File: config.mk
export PLATFORM = sky130hd
export DESIGN_NAME = sync_vga_gen_param
export DESIGN_NICKNAME = d
export VERILOG_FILES = /design/src/rtl/sync_vga_gen_param.sv
export SDC_FILE = /design/constraint.sdc
export NUM_CORES = 1
export LEC_CHECK = 0
export BUFFER_PORTS_ARGS = -buffer_cell sky130_fd_sc_hd__buf_4
export CAP_MARGIN = 20
export CORE_UTILIZATION = 38
export CTS_CLUSTER_SIZE = 24
export DETAILED_ROUTE_END_ITERATION = 8
export GPL_ROUTABILITY_DRIVEN = 0
export SLEW_MARGIN = 20
export SYNTH_ARGS = -nofsm -noshare
export SYNTH_HDL_FRONTEND = slang
export SYNTH_SLANG_ARGS = --single-unit
File: constraint.sdc
create_clock -name px_clk -period 2.4 [get_ports px_clk]
set_input_delay 0.48 -clock px_clk [delete_from_list [all_inputs] [get_ports px_clk]]
set_output_delay 0.48 -clock px_clk [all_outputs]
set_load 0.005 [all_outputs]
File: src/rtl/sync_vga_gen_param.sv
`default_nettype none
// ============================================================================
//  Module   : sync_vga_gen_param
//  Purpose  : Parametrised VGA timing generator with registered, mutually
//             aligned sync/position/strobe outputs and a frame counter.
//  Revision : 1.0  initial release
// ============================================================================
module sync_vga_gen_param #(
    parameter int   H_ACTIVE = 800,
    parameter int   H_FP     = 56,
    parameter int   H_PULSE  = 120,
    parameter int   H_BP     = 64,
    parameter int   V_ACTIVE = 600,
    parameter int   V_FP     = 37,
    parameter int   V_PULSE  = 6,
    parameter int   V_BP     = 23,
    parameter logic HS_POL   = 1'b0,
    parameter logic VS_POL   = 1'b0,
    parameter int   CW       = 11,
    parameter int   FRAME_W  = 8
) (
    input  logic               px_clk,
    input  logic               rst_n,
    input  logic               en,
    output logic               hsync,
    output logic               vsync,
    output logic               activevideo,
    output logic [CW-1:0]      x_px,
    output logic [CW-1:0]      y_px,
    output logic               line_start,
    output logic               frame_start,
    output logic               vblank,
    output logic [FRAME_W-1:0] frame_cnt
);

    localparam int H_TOTAL = H_ACTIVE + H_FP + H_PULSE + H_BP;
    localparam int V_TOTAL = V_ACTIVE + V_FP + V_PULSE + V_BP;

    generate
        if ((H_TOTAL - 1) > (2**CW - 1) || (V_TOTAL - 1) > (2**CW - 1)
            || H_PULSE == 0 || V_PULSE == 0) begin : g_bad_cfg
            $error("sync_vga_gen_param: totals exceed counter width or zero pulse width");
        end
    endgenerate

    // One extra bit so boundaries equal to 2**CW stay representable.
    localparam logic [CW:0] H_LAST   = (CW+1)'(H_TOTAL - 1);
    localparam logic [CW:0] V_LAST   = (CW+1)'(V_TOTAL - 1);
    localparam logic [CW:0] H_ACT    = (CW+1)'(H_ACTIVE);
    localparam logic [CW:0] V_ACT    = (CW+1)'(V_ACTIVE);
    localparam logic [CW:0] HS_START = (CW+1)'(H_ACTIVE + H_FP);
    localparam logic [CW:0] HS_END   = (CW+1)'(H_ACTIVE + H_FP + H_PULSE);
    localparam logic [CW:0] VS_START = (CW+1)'(V_ACTIVE + V_FP);
    localparam logic [CW:0] VS_END   = (CW+1)'(V_ACTIVE + V_FP + V_PULSE);

    logic [CW-1:0]      r_hc;
    logic [CW-1:0]      r_vc;
    logic [FRAME_W-1:0] r_frame;

    logic [CW:0] w_hx;
    logic [CW:0] w_vx;
    logic        w_h_wrap;
    logic        w_v_wrap;
    logic        w_active;
    logic        w_hs_on;
    logic        w_vs_on;
    logic        w_hc_zero;
    logic        w_vc_zero;

    assign w_hx      = {1'b0, r_hc};
    assign w_vx      = {1'b0, r_vc};
    assign w_h_wrap  = (w_hx == H_LAST);
    assign w_v_wrap  = (w_vx == V_LAST);
    assign w_active  = (w_hx < H_ACT) && (w_vx < V_ACT);
    assign w_hs_on   = (w_hx >= HS_START) && (w_hx < HS_END);
    assign w_vs_on   = (w_vx >= VS_START) && (w_vx < VS_END);
    assign w_hc_zero = (r_hc == '0);
    assign w_vc_zero = (r_vc == '0);

    // Outputs are decoded from the pre-increment counter state on the same
    // edge, so all of them describe one (hc, vc) pair.
    always_ff @(posedge px_clk or negedge rst_n) begin
        if (!rst_n) begin
            r_hc        <= '0;
            r_vc        <= '0;
            r_frame     <= '0;
            hsync       <= ~HS_POL;
            vsync       <= ~VS_POL;
            activevideo <= 1'b0;
            x_px        <= '0;
            y_px        <= '0;
            line_start  <= 1'b0;
            frame_start <= 1'b0;
            vblank      <= 1'b0;
            frame_cnt   <= '0;
        end else if (en) begin
            r_hc <= w_h_wrap ? '0 : r_hc + 1'b1;
            if (w_h_wrap) begin
                r_vc <= w_v_wrap ? '0 : r_vc + 1'b1;
                if (w_v_wrap) begin
                    r_frame <= r_frame + 1'b1;
                end
            end
            hsync       <= w_hs_on ? HS_POL : ~HS_POL;
            vsync       <= w_vs_on ? VS_POL : ~VS_POL;
            activevideo <= w_active;
            x_px        <= w_active ? r_hc : '0;
            y_px        <= w_active ? r_vc : '0;
            line_start  <= w_hc_zero;
            frame_start <= w_hc_zero && w_vc_zero;
            vblank      <= (w_vx >= V_ACT);
            frame_cnt   <= r_frame;
        end else begin
            line_start  <= 1'b0;
            frame_start <= 1'b0;
        end
    end

endmodule
`default_nettype wire

==> summary.md, run 1 <==
| Metric | Value |
|---|---|
| Place WS | `0.3918 ns` |
| Worst-path clk slew | `0.07 ns` |
| Commonest non-fill, non-tap cells in the layout | `dfrtp_1 (64), buf_4 (40), nand2_1 (21)` |
| Initial Util | `0.3923` |
| Mapped Avg Cell Area | `11.31 um^2` |
| Placed cell area | `3372 um^2` |
| Capture point of the worst path | `r_frame[1]$_DFFE_PN0P_` |
| Clock Tree Buf Depth | `2` |
| Worst r2r src | `r_hc[0]$_DFFE_PN0P_` |
| CTS sink count | `66` |
| Clock latency on the worst-skew pair | `0.34 ns` |
| Final setup fails | `0` |
| Clock skew | `0.006917 ns` |
| Pin count of the biggest net entering global routing | `67` |
| Post-CTS setup buffer count | `0` |
| Die width | `91.32 um` |
| DP Wirelength | `4036 um` |
| Worst R2R Path Depth | `5` |
| Routed WL | `5986 um` |
| Crit. Startpoint | `r_hc[0]$_DFFE_PN0P_` |
| Vert. Die Dim | `91.32 um` |
| Async set-reset flop share out of synthesis | `1.000` |
| Filler cells | `724` |
| Commonest non-fill, non-tap cell in the layout | `dfrtp_1` |
| Global Route Usage Sum | `0.1561` |
| Boundary pin count | `39` |
| Worst endpoint required time | `2.62 ns` |
| Peak supply drop | `0.2873 mV` |
| Number of synthesized flops with an enable pin | `0` |
| Rows | `32` |
| Number of global-route vias before repair | `1,966` |
| DRC viols | `0` |
| Antenna diode count | `0` |
| Worst Hold Class | `input port to asynchronous set/reset pin` |
| CTS tree | `built` |
| Post-Synthesis Net Count | `277` |
| Area of the multi-input gates | `1249 um^2` |
| Synth warn | `0` |
| Area occupied by registers | `1654 um^2` |
| Status | `completed` |
| Register-to-register path setup slack | `0.39 ns` |
| Critical Path Source Type | `flip-flop` |
| Die area | `8339 um^2` |
| Slowest cell on crit path | `dfrtp_1` |
| P&R area growth vs syn | `20.64%` |
| Via density | `5.157` |
| Post-Synthesis Cell Area | `3032 um^2` |
| CTS root buffer | `clkbuf_8` |
| Pre-antenna DRT Iters | `4` |
| Critical path capture point type | `flip-flop` |
| Fin. Hold Viols | `0` |
| Final min period | `2.014 ns` |
| Fmax | `496.6 MHz` |
| Sum Neg Setup Slack | `0 ns` |
| Remaining antenna violation count | `0` |
| Pwr Total | `2699 uW` |
| H-tree depth | `3` |
| Final slew viol count | `0` |
| Reg2reg end | `r_frame[1]$_DFFE_PN0P_` |
| Slew headroom | `0.4595` |
| Arr. time, crit path | `2.24 ns` |
| Initial antenna violation count | `0` |
| Worst-margin pin slew | `0.8108 ns` |
| Max-cap violations | `0` |
| # nets final | `310` |
| Mapped Cells | `268` |
| Fin crit share | `0.8390` |
| Leak Pwr | `0.001755 uW` |
| Top FF cell, synth | `dfrtp_1` |
| Yosys reg bits | `66` |
| I/O Buffers | `38` |
| Design Area, Final | `3657 um^2` |
| Synth cell types | `46` |
| DRT iter0 DRCs | `122` |
| Power Density | `737.9 nW/um^2` |
| Post-synthesis sequential area ratio | `0.5456` |
| Crit Path Class | `flip-flop to flip-flop` |
| Final worst setup slack | `0.3865 ns` |
| Total global routing overflow | `0` |
| Core ar. | `7727 um^2` |
| Layout cell share with drive strength beyond 1 | `0.2484` |
| Cts hold-fix bufs | `0` |
| WL/cell | `14.67 um` |
| RSZ-0062 raised after global routing | `no` |
| First-pass GRT wire length | `9977 um` |
| Crit path max fanout | `14` |
| Post-CTS Resized | `0` |
| TritonCTS Buffers | `9` |
| Crit-path cells | `ha_1 > and4_1 > nand3_2 > nor2_1 > mux2_1` |
| DR vias | `2,104` |
| Max incr delay on CP | `0.41 ns` |
## sequential cells by signal, summed over array words and instances (netlist names), 8 cells and up
register and count:
frame_cnt 8, r_frame 8, r_hc 11, r_vc 11, x_px 11, y_px 11
## worst min-delay path by stage
stage                                start                 endpoint  slack, ns
detailed placement  r_frame[7]$_DFFE_PN0P_   r_frame[7]$_DFFE_PN0P_       0.46
global route                         rst_n      r_vc[3]$_DFFE_PN0P_       0.29
finish                               rst_n      r_vc[3]$_DFFE_PN0P_       0.21
global placement    r_frame[7]$_DFFE_PN0P_   r_frame[7]$_DFFE_PN0P_       0.46
floorplan                            rst_n  activevideo$_DFFE_PN0P_       0.18
CTS                                  rst_n      r_vc[3]$_DFFE_PN0P_       0.26
## power by group
part | switching [uW] | internal [uW]
Clock | 407 | 881
Combinational | 97.2 | 69.3
Sequential | 88.6 | 1160
## synthesized netlist by cell type (2+ instances only)
cell type / count / area (um^2)
o2bb2ai_1: 5 / 43.79
mux2_2: 8 / 90.09
inv_1: 11 / 41.29
nand2_1: 21 / 78.83
a21oi_1: 5 / 25.02
o21ai_0: 5 / 25.02
dfrtp_1: 64 / 1602
ha_1: 6 / 75.07
a22o_1: 16 / 140.1
nand4_1: 5 / 31.28
clkbuf_1: 11 / 41.29
xor2_1: 11 / 96.34
nor4_2: 4 / 50.05
xnor2_1: 7 / 61.31
buf_2: 4 / 20.02
nor2b_1: 2 / 12.51
nor3_1: 6 / 30.03
and3_1: 8 / 50.05
dfstp_2: 2 / 52.55
o211ai_1: 2 / 15.01
o21ai_1: 5 / 25.02
or3_1: 4 / 25.02
and4_1: 4 / 35.03
nand3_1: 14 / 70.07
a21o_1: 3 / 22.52
buf_6: 2 / 22.52
nor2_1: 14 / 52.55
## kinds of logic (layout without fill, tap and decap cells)
family	count (synthesis)	in the layout	share of synthesized area
XOR/XNOR	18	18	0.05200
buffers and inverters	29	67	0.04251
multiplexers	10	10	0.03673
AND/OR/NAND/NOR	90	90	0.1725
AO/OA/AOI/OAI	49	49	0.1259
flip-flops	66	66	0.5456
adder cells (fa/ha/maj)	6	6	0.02476
## through the flow
step,hold WS [ns],util,std cells
5_1_grt,0.2905,0.4733,408
4_1_cts,0.2607,0.4733,408
3_5_place_dp,0.4641,0.4364,392
6_report,0.2109,0.4733,408
3_3_place_gp,0.4617,0.4364,392
2_1_floorplan,0.1844,-,268
## critical path, delay by kind of cell (launching register included)
family                     cells  cell delay, ns
muxes                          1            0.33
adders and majority gates      1            0.21
DFF                            1            0.41
and+or+nand+nor                3            0.94
## final cells by class
cell class                 count  share of cell area
sequential                    66              0.4523
tap                          102             0.03490
clock inverter                 4             0.03284
timing repair buffer          40             0.08211
multi-input combinational    173              0.3414
clock buffer                  12             0.04516
inverter                      11             0.01129
## per-layer routing
layer / share of wire / up-vias / track usage / routed length, um
li1: - / 1030 / - / -
met4: 0.022 / 0 / 0.08466 / 130
met5: 0 / - / 0 / 0
met2: 0.44 / 40 / 0.2153 / 2630
met3: 0.033 / 11 / 0.03518 / 198
met1: 0.51 / 1023 / 0.2257 / 3026
Note: power is estimated with default switching activity, not from simulation.
==> inputs of run 2 (changes only) <==
ABC_AREA = 1   (was default)
clock period = 1.6 ns   (was 2.4 ns; I/O delays follow)
==> summary.md, run 2 <==
| Metric | Value |
|---|---|
| Area occupied by registers | `1655 um^2` |
| Critical path capture point type | `flip-flop` |
| Fmax | `677.6 MHz` |
| Total global routing overflow | `0` |
| Boundary pin count | `39` |
| Async set-reset flop share out of synthesis | `1.000` |
| Number of synthesized flops with an enable pin | `0` |
| Leak Pwr | `0.002180 uW` |
| DRC viols | `2` |
| Die area | `9315 um^2` |
| Final slew viol count | `0` |
| Max incr delay on CP | `0.42 ns` |
| Mux share of post-synthesis cell area | `0` |
| Initial antenna violation count | `0` |
| Failing checks | `design-rule violations` |
| Slowest cell on crit path | `dfrtp_1` |
| Slew headroom | `0.6852` |
| Crit path max fanout | `18` |
| Adder-Cell Fraction of Synth Area | `0.02212` |
| Worst-path clk slew | `0.08 ns` |
| GRT busiest layer | `met2` |
| WL/cell | `12.91 um` |
| CTS tree | `built` |
| Max-cap violations | `0` |
| Post-Synthesis Net Count | `444` |
| P&R area growth vs syn | `21.45%` |
| Pwr Total | `3490 uW` |
| Worst endpoint required time | `1.89 ns` |
| Via density | `4.846` |
| Post-synthesis sequential area ratio | `0.4873` |
| DRT iter0 DRCs | `119` |
| Antenna diode count | `0` |
| Worst Hold Class | `input port to flip-flop` |
| Layout cell share with drive strength beyond 1 | `0.2024` |
| Register-to-register path setup slack | `0.12 ns` |
| First-pass GRT wire length | `12,950 um` |
| Status | `finished with violations` |
| Share of the synthesized area in the top cell type | `0.4718` |
| CTS sink count | `66` |
| Top cells by area, synth | `dfrtp_1 (47%), nand2_1 (16%), nand3_1 (6.6%), nor2_1 (4.1%), inv_1 (4.0%)` |
| Mapped Avg Cell Area | `7.803 um^2` |
| Post-Synthesis Cell Area | `3395 um^2` |
| Power Density | `846.4 nW/um^2` |
| I/O Buffers | `38` |
| DP Wirelength | `5484 um` |
| Main combinational cell family by area after synthesis | `simple AND/OR/NAND/NOR gates` |
| DR vias | `2,917` |
| Core ar. | `8678 um^2` |
| Met2 Usage GRT | `0.3058` |
| Clock skew | `0.006602 ns` |
| Die width | `96.52 um` |
| Crit Path Class | `flip-flop to flip-flop` |
| Top FF cell, synth | `dfrtp_1` |
| Arr. time, crit path | `1.76 ns` |
| Peak supply drop | `0.3434 mV` |
| Remaining antenna violation count | `0` |
| Worst-margin pin slew | `0.4722 ns` |
| Final setup fails | `0` |
| Synth warn | `0` |
| Commonest non-fill, non-tap cells in the layout | `nand2_1 (148), dfrtp_1 (63), buf_4 (57)` |
| Rows | `34` |
| Final min period | `1.476 ns` |
| Yosys reg bits | `66` |
| Met3 usage | `0.04304` |
| Number of global-route vias before repair | `2,736` |
| Worst hold start | `en` |
| CP dominant cell by count | `nand2_1` |
| Fin crit share | `0.9224` |
| Critical Path Source Type | `flip-flop` |
| H-tree depth | `3` |
| Initial Util | `0.3911` |
| Worst r2r src | `r_hc[9]$_DFFE_PN0P_` |
| Clock latency on the worst-skew pair | `0.35 ns` |
| Count leader, synth | `nand2_1` |
| Met1 usage | `0.2321` |
| Global Route Usage Sum | `0.1841` |
| Filler cells | `864` |
| Crit. Startpoint | `r_hc[9]$_DFFE_PN0P_` |
| Synth cell count leaders | `nand2_1 (148), dfrtp_1 (64), nand3_1 (45)` |
| Area of the multi-input gates | `1495 um^2` |
| Crit-path cells | `nor2_1 > inv_1 > nor2_2 > nand3_2 > buf_12 > nor2_8 > nand2_1 > nand2_1` |
| Vert. Die Dim | `96.52 um` |
| Routed WL | `7770 um` |
| XOR/XNOR Fraction of Synth Area | `0.02322` |
| Fin. Hold Viols | `0` |
| Commonest non-fill, non-tap cell in the layout | `nand2_1` |
| Pre-antenna DRT Iters | `6` |
| # nets final | `498` |
| Synth area leader | `dfrtp_1` |
| TritonCTS Buffers | `9` |
| Simple-Gate Fraction of Synth Area | `0.3236` |
| Mapped Cells | `435` |
| WHS | `0.2710 ns` |
| Pin count of the biggest net entering global routing | `35` |
| Synth cell types | `30` |
| CTS root buffer | `clkbuf_8` |
| Compound-gate portion of the synthesized area | `0.06119` |
| Clock Tree Buf Depth | `2` |
[run 2: metal layers]
| layer | vias to the layer above | share of wire |
|---|---|---|
| li1 | 1481 | - |
| met1 | 1363 | 0.46 |
| met2 | 65 | 0.49 |
| met3 | 8 | 0.037 |
| met4 | 0 | 0.011 |
| met5 | - | 0 |
[run 2: layout make-up]
cell class	instances	share of cell area
clock buffer	9	0.03005
clock inverter	7	0.01093
inverter	40	0.03642
multi-input combinational	310	0.3627
sequential	66	0.4015
tap	108	0.03278
timing repair buffer	62	0.1256
[run 2: cell families after synthesis]
family,after synthesis
fa+ha+maj,6
xor+xnor,9
compound gates,40
buf+inv,60
simple gates,254
flops,66
[run 2: stage by stage]
stage                       util  setup TNS (ns)  area (um^2)  setup WS, ns  instances
final                     0.4751               0         4123        0.1241        602
after global routing      0.4751        -0.01606         4123     -0.007336        602
after CTS                 0.4683               0         4064       0.04810        598
after detailed placement  0.4477               0         3885       0.06684        581
after global placement    0.4477               0         3885        0.1076        581
after floorplan                -               0         3395        0.1610        435
[run 2: final timing paths]
| kind | end | cells past startpoint |
|---|---|---|
| worst max-delay path | r_frame[7]$_DFFE_PN0P_ | 8 |
| worst max register to register | r_frame[7]$_DFFE_PN0P_ | 8 |
| max in group asynchronous | r_vc[1]$_DFFE_PN0P_ | 3 |
| worst min-delay path | x_px[10]$_DFFE_PN0P_ | 2 |
| worst min register to register | frame_cnt[5]$_DFFE_PN0P_ | 2 |
| min in group asynchronous | x_px[5]$_DFFE_PN0P_ | 2 |
[run 2: worst max-delay path, delay by kind of cell (launching register included)]
| kind | cells | cell delay [ns] |
|---|---|---|
| flip-flops | 1 | 0.42 |
| AND/OR/NAND/NOR | 6 | 0.72 |
| buffers and inverters | 2 | 0.26 |
[run 2: power by group]
group | leakage (uW) | switching, uW | internal [uW] | total (uW)
Sequential | 0.000891 | 63.2 | 1730 | 1800
Combinational | 0.00120 | 258 | 191 | 449
Clock | 0.0000891 | 685 | 558 | 1240
Total | 0.00218 | 1010 | 2480 | 3490
[run 2: timing repair]
action,in CTS,in global routing
resized for setup,0,6
setup endpoints to repair,0,15
endpoints found under the hold margin,30,0
setup buffers,0,3
hold buffers,1,0
